File: src/rtl/rf_debug_reader_pkg.sv
// Shared definitions for the register-file debug reader: default geometry,
// FSM state encoding and a small state-classification helper.
// Optional feature macro (see rf_debug_reader): RF_DEBUG_SKIP_ZERO_EN.
package rf_debug_reader_pkg;

  localparam int ADDR_W_DEF   = 5;
  localparam int DATA_W_DEF   = 32;
  localparam int NUM_REGS_DEF = 32;

  typedef enum logic [1:0] {
    S_IDLE = 2'd0,
    S_READ = 2'd1,
    S_SEND = 2'd2,
    S_FIN  = 2'd3
  } state_e;

  // Everything except IDLE counts as an active scan.
  function automatic logic state_is_busy(input state_e s);
    return (s != S_IDLE);
  endfunction

endpackage

File: src/rtl/rf_debug_addr_ctr.sv
// Scan address tracker for rf_debug_reader: holds the current and last
// register address of a scan, provides the wrapping successor of the
// current address and flags when the current address is the last one.
module rf_debug_addr_ctr import rf_debug_reader_pkg::*; #(
  parameter int ADDR_W   = ADDR_W_DEF,
  parameter int NUM_REGS = NUM_REGS_DEF
) (
  input  logic              clk,
  input  logic              rst,
  input  logic              load,
  input  logic [ADDR_W-1:0] load_cur,
  input  logic [ADDR_W-1:0] load_last,
  input  logic              advance,
  output logic [ADDR_W-1:0] cur,
  output logic [ADDR_W-1:0] next_addr,
  output logic              last_hit
);

  localparam logic [ADDR_W-1:0] ADDR_ZERO = {ADDR_W{1'b0}};
  localparam logic [ADDR_W-1:0] ADDR_ONE  = {{(ADDR_W-1){1'b0}}, 1'b1};
  localparam logic [ADDR_W-1:0] LAST_IDX  = ADDR_W'(NUM_REGS - 1);

  logic [ADDR_W-1:0] cur_q, cur_d;
  logic [ADDR_W-1:0] last_q, last_d;
  logic [ADDR_W-1:0] next_s;

  // Successor address wraps explicitly so NUM_REGS need not be a power of two.
  always_comb begin
    if (cur_q == LAST_IDX) begin
      next_s = ADDR_ZERO;
    end else begin
      next_s = cur_q + ADDR_ONE;
    end
  end

  // Load a new range on scan start, otherwise step or hold the current address.
  always_comb begin
    cur_d  = cur_q;
    last_d = last_q;
    if (load) begin
      cur_d  = load_cur;
      last_d = load_last;
    end else if (advance) begin
      cur_d  = next_s;
    end else begin
      cur_d  = cur_q;
    end
  end

  // Address registers with synchronous reset.
  always_ff @(posedge clk) begin
    if (rst) begin
      cur_q  <= ADDR_ZERO;
      last_q <= ADDR_ZERO;
    end else begin
      cur_q  <= cur_d;
      last_q <= last_d;
    end
  end

  assign cur       = cur_q;
  assign next_addr = next_s;
  assign last_hit  = (cur_q == last_q);

endmodule

File: src/rtl/rf_debug_reader.sv
// Register-file debug reader: on a start pulse walks an inclusive, wrapping
// address range over the debug read port (ra2/rd2) and emits each register
// as an {addr, data} sample over a valid/ready handshake.
// Optional feature: define RF_DEBUG_SKIP_ZERO_EN to suppress samples whose
// register value is zero (they are neither emitted nor counted).
module rf_debug_reader import rf_debug_reader_pkg::*; #(
  parameter int ADDR_W   = ADDR_W_DEF,
  parameter int DATA_W   = DATA_W_DEF,
  parameter int NUM_REGS = NUM_REGS_DEF
) (
  input  logic              clk,
  input  logic              rst,
  input  logic              start,
  input  logic [ADDR_W-1:0] start_addr,
  input  logic [ADDR_W-1:0] end_addr,
  output logic [ADDR_W-1:0] ra2,
  input  logic [DATA_W-1:0] rd2,
  output logic              out_valid,
  input  logic              out_ready,
  output logic [ADDR_W-1:0] out_addr,
  output logic [DATA_W-1:0] out_data,
  output logic              busy,
  output logic              done,
  output logic [ADDR_W:0]   count
);

  localparam logic [ADDR_W-1:0] ADDR_ZERO = {ADDR_W{1'b0}};
  localparam logic [DATA_W-1:0] DATA_ZERO = {DATA_W{1'b0}};
  localparam logic [ADDR_W:0]   CNT_ZERO  = {(ADDR_W+1){1'b0}};
  localparam logic [ADDR_W:0]   CNT_ONE   = {{ADDR_W{1'b0}}, 1'b1};

  state_e            state_q, state_d;
  logic [ADDR_W-1:0] ra2_q, ra2_d;
  logic              out_valid_q, out_valid_d;
  logic [ADDR_W-1:0] out_addr_q, out_addr_d;
  logic [DATA_W-1:0] out_data_q, out_data_d;
  logic              busy_q, busy_d;
  logic              done_q, done_d;
  logic [ADDR_W:0]   count_q, count_d;

  logic              ctr_load_s;
  logic              ctr_adv_s;
  logic [ADDR_W-1:0] ctr_cur_s;
  logic [ADDR_W-1:0] ctr_next_s;
  logic              ctr_last_s;

  rf_debug_addr_ctr #(
    .ADDR_W   (ADDR_W),
    .NUM_REGS (NUM_REGS)
  ) u_addr_ctr (
    .clk       (clk),
    .rst       (rst),
    .load      (ctr_load_s),
    .load_cur  (start_addr),
    .load_last (end_addr),
    .advance   (ctr_adv_s),
    .cur       (ctr_cur_s),
    .next_addr (ctr_next_s),
    .last_hit  (ctr_last_s)
  );

  // Next-state and next-output computation; ra2 is kept equal to the scan
  // address so the register file presents the right data during READ.
  always_comb begin
    state_d    = state_q;
    ra2_d      = ra2_q;
    out_addr_d = out_addr_q;
    out_data_d = out_data_q;
    count_d    = count_q;
    ctr_load_s = 1'b0;
    ctr_adv_s  = 1'b0;
    case (state_q)
      S_IDLE: begin
        if (start) begin
          ctr_load_s = 1'b1;
          ra2_d      = start_addr;
          count_d    = CNT_ZERO;
          state_d    = S_READ;
        end else begin
          state_d    = S_IDLE;
        end
      end
      S_READ: begin
`ifdef RF_DEBUG_SKIP_ZERO_EN
        if (rd2 == DATA_ZERO) begin
          if (ctr_last_s) begin
            state_d   = S_FIN;
          end else begin
            ctr_adv_s = 1'b1;
            ra2_d     = ctr_next_s;
            state_d   = S_READ;
          end
        end else begin
          out_addr_d = ctr_cur_s;
          out_data_d = rd2;
          state_d    = S_SEND;
        end
`else
        out_addr_d = ctr_cur_s;
        out_data_d = rd2;
        state_d    = S_SEND;
`endif
      end
      S_SEND: begin
        if (out_ready) begin
          count_d = count_q + CNT_ONE;
          if (ctr_last_s) begin
            state_d   = S_FIN;
          end else begin
            ctr_adv_s = 1'b1;
            ra2_d     = ctr_next_s;
            state_d   = S_READ;
          end
        end else begin
          state_d = S_SEND;
        end
      end
      S_FIN: begin
        state_d = S_IDLE;
      end
      default: begin
        state_d = S_IDLE;
      end
    endcase
    // Status outputs follow the state being entered so they are registered
    // and line up with it exactly.
    out_valid_d = (state_d == S_SEND);
    busy_d      = state_is_busy(state_d);
    done_d      = (state_d == S_FIN);
  end

  // State and output registers with synchronous reset; reset drops any pending sample.
  always_ff @(posedge clk) begin
    if (rst) begin
      state_q     <= S_IDLE;
      ra2_q       <= ADDR_ZERO;
      out_valid_q <= 1'b0;
      out_addr_q  <= ADDR_ZERO;
      out_data_q  <= DATA_ZERO;
      busy_q      <= 1'b0;
      done_q      <= 1'b0;
      count_q     <= CNT_ZERO;
    end else begin
      state_q     <= state_d;
      ra2_q       <= ra2_d;
      out_valid_q <= out_valid_d;
      out_addr_q  <= out_addr_d;
      out_data_q  <= out_data_d;
      busy_q      <= busy_d;
      done_q      <= done_d;
      count_q     <= count_d;
    end
  end

  assign ra2       = ra2_q;
  assign out_valid = out_valid_q;
  assign out_addr  = out_addr_q;
  assign out_data  = out_data_q;
  assign busy      = busy_q;
  assign done      = done_q;
  assign count     = count_q;

endmodule

File: config.mk
export PLATFORM = sky130hd
export DESIGN_NAME = rf_debug_reader
export DESIGN_NICKNAME = d
export VERILOG_FILES = /design/src/rtl/rf_debug_reader_pkg.sv /design/src/rtl/rf_debug_addr_ctr.sv /design/src/rtl/rf_debug_reader.sv
export SDC_FILE = /design/constraint.sdc
export NUM_CORES = 1
export LEC_CHECK = 0
export CORE_AREA = 8 8 69 115
export DETAILED_ROUTE_END_ITERATION = 10
export DIE_AREA = 0 0 77 123
export GPL_TIMING_DRIVEN = 0
export PLACE_DENSITY = 0.73
export SYNTH_ARGS = -nofsm -noshare
export SYNTH_HDL_FRONTEND = slang
export SYNTH_SLANG_ARGS = --single-unit
File: constraint.sdc
create_clock -name clk -period 2.1 [get_ports clk]
set_input_delay 0.21 -clock clk [delete_from_list [all_inputs] [get_ports clk]]
set_output_delay 0.21 -clock clk [all_outputs]
set_load 0.005 [all_outputs]
# Word-level counts from Yosys, hierarchy flattened
# Index checks and enable logic that the tools add are counted.
[word_totals]
input_bits = 46
output_inout_bits = 51
ff_bits = 63
wordCells = 47
[op_classes]
n_reduce_logical = 6
eq_ne = 10
add_sub_neg = 2
mux = 19
[op_table]
columns = ["op", "count"]
rows = [
  ["5-bit 2-to-1 mux", 6],
  ["6-bit 2-to-1 mux", 2],
  ["6-bit case mux with 2 select lines", 1],
  ["5-bit case mux with 2 select lines", 1],
  ["2-bit equality test (second input constant)", 4],
  ["2-bit case mux with 4 select lines", 1],
  ["6-bit by 1-bit adder with 6-bit output (second input constant)", 1],
  ["1-bit 2-to-1 mux", 6],
  ["2-bit inequality test (second input constant)", 3],
  ["2-bit nonzero test", 3],
  ["5-bit by 1-bit adder with 5-bit output (second input constant)", 1],
  ["5-bit equality test", 1],
  ["5-bit equality test (second input constant)", 1],
  ["2-bit 2-to-1 mux", 2],
  ["4-bit AND reduction", 1],
  ["3-bit AND reduction", 1],
  ["2-bit by 1-bit equality test with 1-bit output (second input constant)", 1],
  ["2-bit logical NOT", 1],
]

# Depth between registers and ports, before layout
[logic_depth]
ltp_word = 6
ltp_mapped = 7

# Hierarchy
# A second synthesis with hierarchy kept.
[hier_totals]
cells_unflattened = 302
area_unflattened_um2 = 2573.7
[by_module_without_submodules]
columns = ["mod", "n_inst", "area_per_inst_um2", "cells_per_inst"]
rows = [
  ["rf_debug_reader", 1, 2015.7, 243],
  ["rf_debug_addr_ctr", 1, 558.0, 59],
]

# Worst setup path after synthesis
# Ideal clock, no wire load.
[synth_path]
path_kind = "flip-flop to flip-flop"
start = "register u_addr_ctr.cur_q[0], in the netlist u_addr_ctr.cur[0]"
end = "register ra2_q[1], in the netlist ra2[1]"
t_required_ps = 2042
path_buffers = 0
stages_incl_launch_ff = 8
arrival_ps = 1433
period_less_slack_ps = 1491
setup_slack_ps = 609
cell_sequence = "dfxtp_1 -> ha_1 -> and3_1 -> ha_1 -> o21ai_0 -> o21ai_0 -> a21oi_1 -> o21a_1"
[synth_via]
elab_chain_len = 5
[synth_lines]
columns = ["item", "line", "source"]
rows = [
  ["start: declaration", "rf_debug_addr_ctr.sv:23", "logic [ADDR_W-1:0] cur_q, cur_d;"],
  ["start signal: assignment", "rf_debug_addr_ctr.sv:56", "cur_q <= cur_d;"],
  ["5-bit by 1-bit adder with 5-bit output / 5-bit equality test (equally long branches)", "rf_debug_addr_ctr.sv:32, rf_debug_addr_ctr.sv:29", ""],
  ["5-bit 2-to-1 mux", "rf_debug_addr_ctr.sv:29", "if (cur_q == LAST_IDX) begin"],
  ["5-bit 2-to-1 mux", "rf_debug_reader.sv:107", "if (ctr_last_s) begin"],
  ["5-bit 2-to-1 mux", "rf_debug_reader.sv:105", "if (out_ready) begin"],
  ["5-bit case mux with 2 select lines", "rf_debug_reader.sv:72", "case (state_q)"],
  ["end signal: assignment", "rf_debug_reader.sv:145", "ra2_q <= ra2_d;"],
  ["end: declaration", "rf_debug_reader.sv:33", "logic [ADDR_W-1:0] ra2_q, ra2_d;"],
]
# Several ways; a longest one is shown, not always the timed one. The select of a mux whose other input is x is not followed.
# A chain may end at the register's enable or synchronous reset.

# Worst setup path in the final report
[layout_path]
start = "register u_addr_ctr.cur_q[0], in the netlist u_addr_ctr.cur[0]"
end = "register u_addr_ctr.cur_q[1], in the netlist u_addr_ctr.cur[1]"
[layout_via]
elab_chain_len = 5
[layout_lines]
columns = ["item"]
rows = [
  ["branches (longest 5 deep; another with 5-bit by 1-bit adder with 5-bit output)"],
]
# Parallel ways; which one is timed is not known. The select of a mux whose other input is x is not followed.

==> metrics.md <==
| Metric | Value |
|---|---|
| Count of input and output buffers | between 90 and 100 |
| Post-CTS Setup Bufs | 0 |
| Later-pin clock latency in the skew report | 0.32 ns |
| DR top layer | met4 |
| Sequential fraction of the synthesis area | 0.513 |
| RSZ-0062 raised after global routing | false |
| Post-route ant nets | 0 |
| Final setup margin | just under 0.4 ns |
| Status | completed |
| Die X | about 77 um |
| Drt first pass iters | 4 |
| Final Hold Fails | 0 |
| Synth Cell Area | around 2500 um^2 |
| Kind of end point of the critical path | flip-flop |
| Pin count of the biggest net entering global routing | 11 |
| Met2 WL | ~3.7 mm |
| Vias per inst | between 4 and 5 |
| Final Max Slew Viols | 0 |
| Post-synth EDFFs | 0 |
| # diodes | 0 |
| Post-Layout Cell Count | roughly 480 |
| TritonCTS buffer count | 9 |
| Cell row count | 39 |
| Avg Cell Area, Syn | 8.59 um^2 |
| Met3 WL | 326 um |
| Clock sinks | 63 |
| Leak pwr | around 1.4 nW |
| Syn_nets | between 300 and 400 |
| Multi-input logic area | between 1000 and 1500 um^2 |
| Final setup viols | 0 |
| Yosys cell types | 36 |
| Cells after Synth | around 290 |
| Req. time, crit path | 2.37 ns |
| Min-Delay Startpoint | rd2[20] |
| CP arrival | just under 2 ns |
| Starting Density | 0.381 |
| Slew HR | 0.677 |
| Fmax | 0.584 GHz |
| Setup Crit Path Kind | reg2reg |
| CP Max Fanout | 6 |
| Reg2reg end | u_addr_ctr.cur[1]$_SDFFE_PP0P_ |
| Post-DP HPWL | ~5.3 mm |
| Worst Hold Class | in2reg |
| WHS Endpoint | out_data[20]$_SDFFE_PP0N_ |
| Ys async rst share | 0 |
| GP Congestion | 0.870 |
| Dpl ws | approximately 0.18 ns |
| GRT Total Usage | 0.148 |
| Final #Nets | 441 |
| M1 WL | ~2.5 mm |
| Core ar. | 6440 um^2 |
| Max clock buf depth | 2 |
| Layout Skew | roughly 0.0037 ns |
| R2R cell count | 7 |
| Placed cells | about 460 |
| Seq. cell area | about 1300 um^2 |
| Setup crit start kind | flip-flop |
| VDD IR-drop max | roughly 0.49 mV |
| Worst-path clk slew | about 0.05 ns |
| Detailed-route via count | 2,276 |
| H-Tree Depth | 3 |
| Die area | 9470 um^2 |
| WL final | 6.70 mm |
| Least-Margin Pin Slew | roughly 0.48 ns |
| Grt ovf | 0 |
| Initial antenna violation count | 0 |
| TritonCTS clock tree | yes |
| DRC violation count after routing | 0 |
| R2r setup slk | between 0.3 and 0.4 ns |
| Hold path depth | 3 |
| Filler Cells Inserted | between 600 and 700 |
| Crit share post-route | 0.816 |
| Setup TNS | 0 ns |
| CTS root buffer | clkbuf_16 |
| Max cap viols | 0 |
| Origin of the critical flop-to-flop path | u_addr_ctr.cur[0]$_SDFFE_PP0P_ |
| Hold buffer count at CTS | 0 |
| DR iter-0 viols | approximately 110 |
| Dominant synthesized flop cell | dfxtp_1 |
| Yosys reg bits | 63 |
| Min Tclk post-route | roughly 1.7 ns |
| Die H | around 120 um |
| Synth-to-layout area growth | 53.4% |
| PD cells | roughly 840 nW/um^2 |
| Synth warn | 0 |
| WL/cell | 14.0 um |
| Global-route wire length before repair | between 10 and 15 mm |
| Vias in the first global route | about 2,300 |
| IO Count | 97 |
| Ratio of cells with drive above 1 in the final layout | 0.0606 |
| Gates resized, CTS repair | 0 |
-- cell usage after synthesis (all sizes together), types with 3 or more instances --
cell type,count,area (um^2)
clkbuf,11,41.3
dfxtp,63,1260
buf,7,43.8
nor2,14,52.6
nand2,78,295
ha,3,37.5
xnor2,3,26.3
mux2i,6,60.1
o21ai,6,30.0
a211oi,5,42.5
nor3,6,35.0
nand3,3,15.0
o21a,6,45.0
nand2b,3,26.3
xor2,8,70.1
a21oi,46,230
nor2b,3,18.8
-- layer usage --
metal  up-vias  global-route usage
met4         0              0.0962
met3        10              0.0408
li1       1165                   -
met5         -                   0
met2        60               0.271
met1      1041               0.143
-- area by class of cell --
| cell class | instances | area share |
|---|---|---|
| Buffer | 18 | 0.0226 |
| Clock buffer | 14 | 0.0674 |
| Clock inverter | 1 | 0.00133 |
| Inverter | 2 | 0.00199 |
| Multi-Input combinational cell | 203 | 0.292 |
| Sequential cell | 63 | 0.335 |
| Tap cell | 82 | 0.0272 |
| Timing Repair Buffer | 95 | 0.252 |
-- sequential cells by signal (all words and copies together), names as in the netlist --
signal	count
ra2	5
busy	1
u_addr_ctr.cur	5
state_q	2
out_data	32
u_addr_ctr.last_q	5
done	1
out_valid	1
count	6
out_addr	5
-- stage by stage --
stage               hold WS (ns)  cell area (um^2)  power, mW  utilization
global placement           0.442              3510       1.91        0.545
CTS                        0.425              3770       3.23        0.585
detailed placement         0.447              3510       1.93        0.545
global route               0.442              3770       3.35        0.585
finish                     0.428              3770       3.18        0.585
floorplan                  0.346              2460       1.64            -
-- worst max-delay path by stage --
stage | from | to | slack, ns | depth (start not counted)
2_1_floorplan | u_addr_ctr.cur[0]$_SDFFE_PP0P_ | ra2[1]$_SDFFE_PP0P_ | 0.61 | 7
3_3_place_gp | out_ready | ra2[0]$_SDFFE_PP0P_ | 0.21 | 6
3_5_place_dp | out_ready | ra2[0]$_SDFFE_PP0P_ | 0.18 | 6
4_1_cts | u_addr_ctr.cur[0]$_SDFFE_PP0P_ | u_addr_ctr.cur[1]$_SDFFE_PP0P_ | 0.38 | 7
5_1_grt | u_addr_ctr.cur[0]$_SDFFE_PP0P_ | u_addr_ctr.cur[1]$_SDFFE_PP0P_ | 0.22 | 7
6_report | u_addr_ctr.cur[0]$_SDFFE_PP0P_ | u_addr_ctr.cur[1]$_SDFFE_PP0P_ | 0.39 | 7
-- where the power goes --
part           internal, mW  total (mW)  switching [mW]
sequential             1.29        1.35          0.0665
combinational         0.298       0.542           0.243
clock                 0.820        1.28           0.463
total                  2.41        3.18           0.773
-- worst max-delay path, cell delays in order (launching register included) --
cell     delay, ns
dfxtp_1       0.36
ha_1          0.25
and3_1        0.19
ha_1          0.22
o21ai_0       0.15
o21ai_0       0.13
a21oi_1       0.22
o21a_1        0.14
-- layout by cell type (no fill, tap or decap), types with 3 or more instances in the layout --
master	count
a21oi_1	46
nor3_1	5
mux2i_1	6
clkdlybuf4s50_1	95
dfxtp_1	63
clkbuf_16	9
ha_1	3
o21a_1	6
nand3_1	3
xnor2_1	3
nor2_1	14
xor2_1	8
nand2_1	77
o21ai_0	6
clkbuf_1	15
nor2b_1	3
a211oi_1	4
-- kinds of logic (layout without fill, tap and decap cells) --
group	count (synthesis)	after routing	share of synthesized area
and+or+nand+nor	114	114	0.203
AOI/OAI and AO/OA	69	69	0.167
DFF	63	63	0.513
buffers and inverters	20	130	0.0377
xor gates and xnor gates	11	11	0.0392
muxes	6	6	0.0245
adders and majority gates	3	3	0.0153
Power figures use the tool's default switching activity.
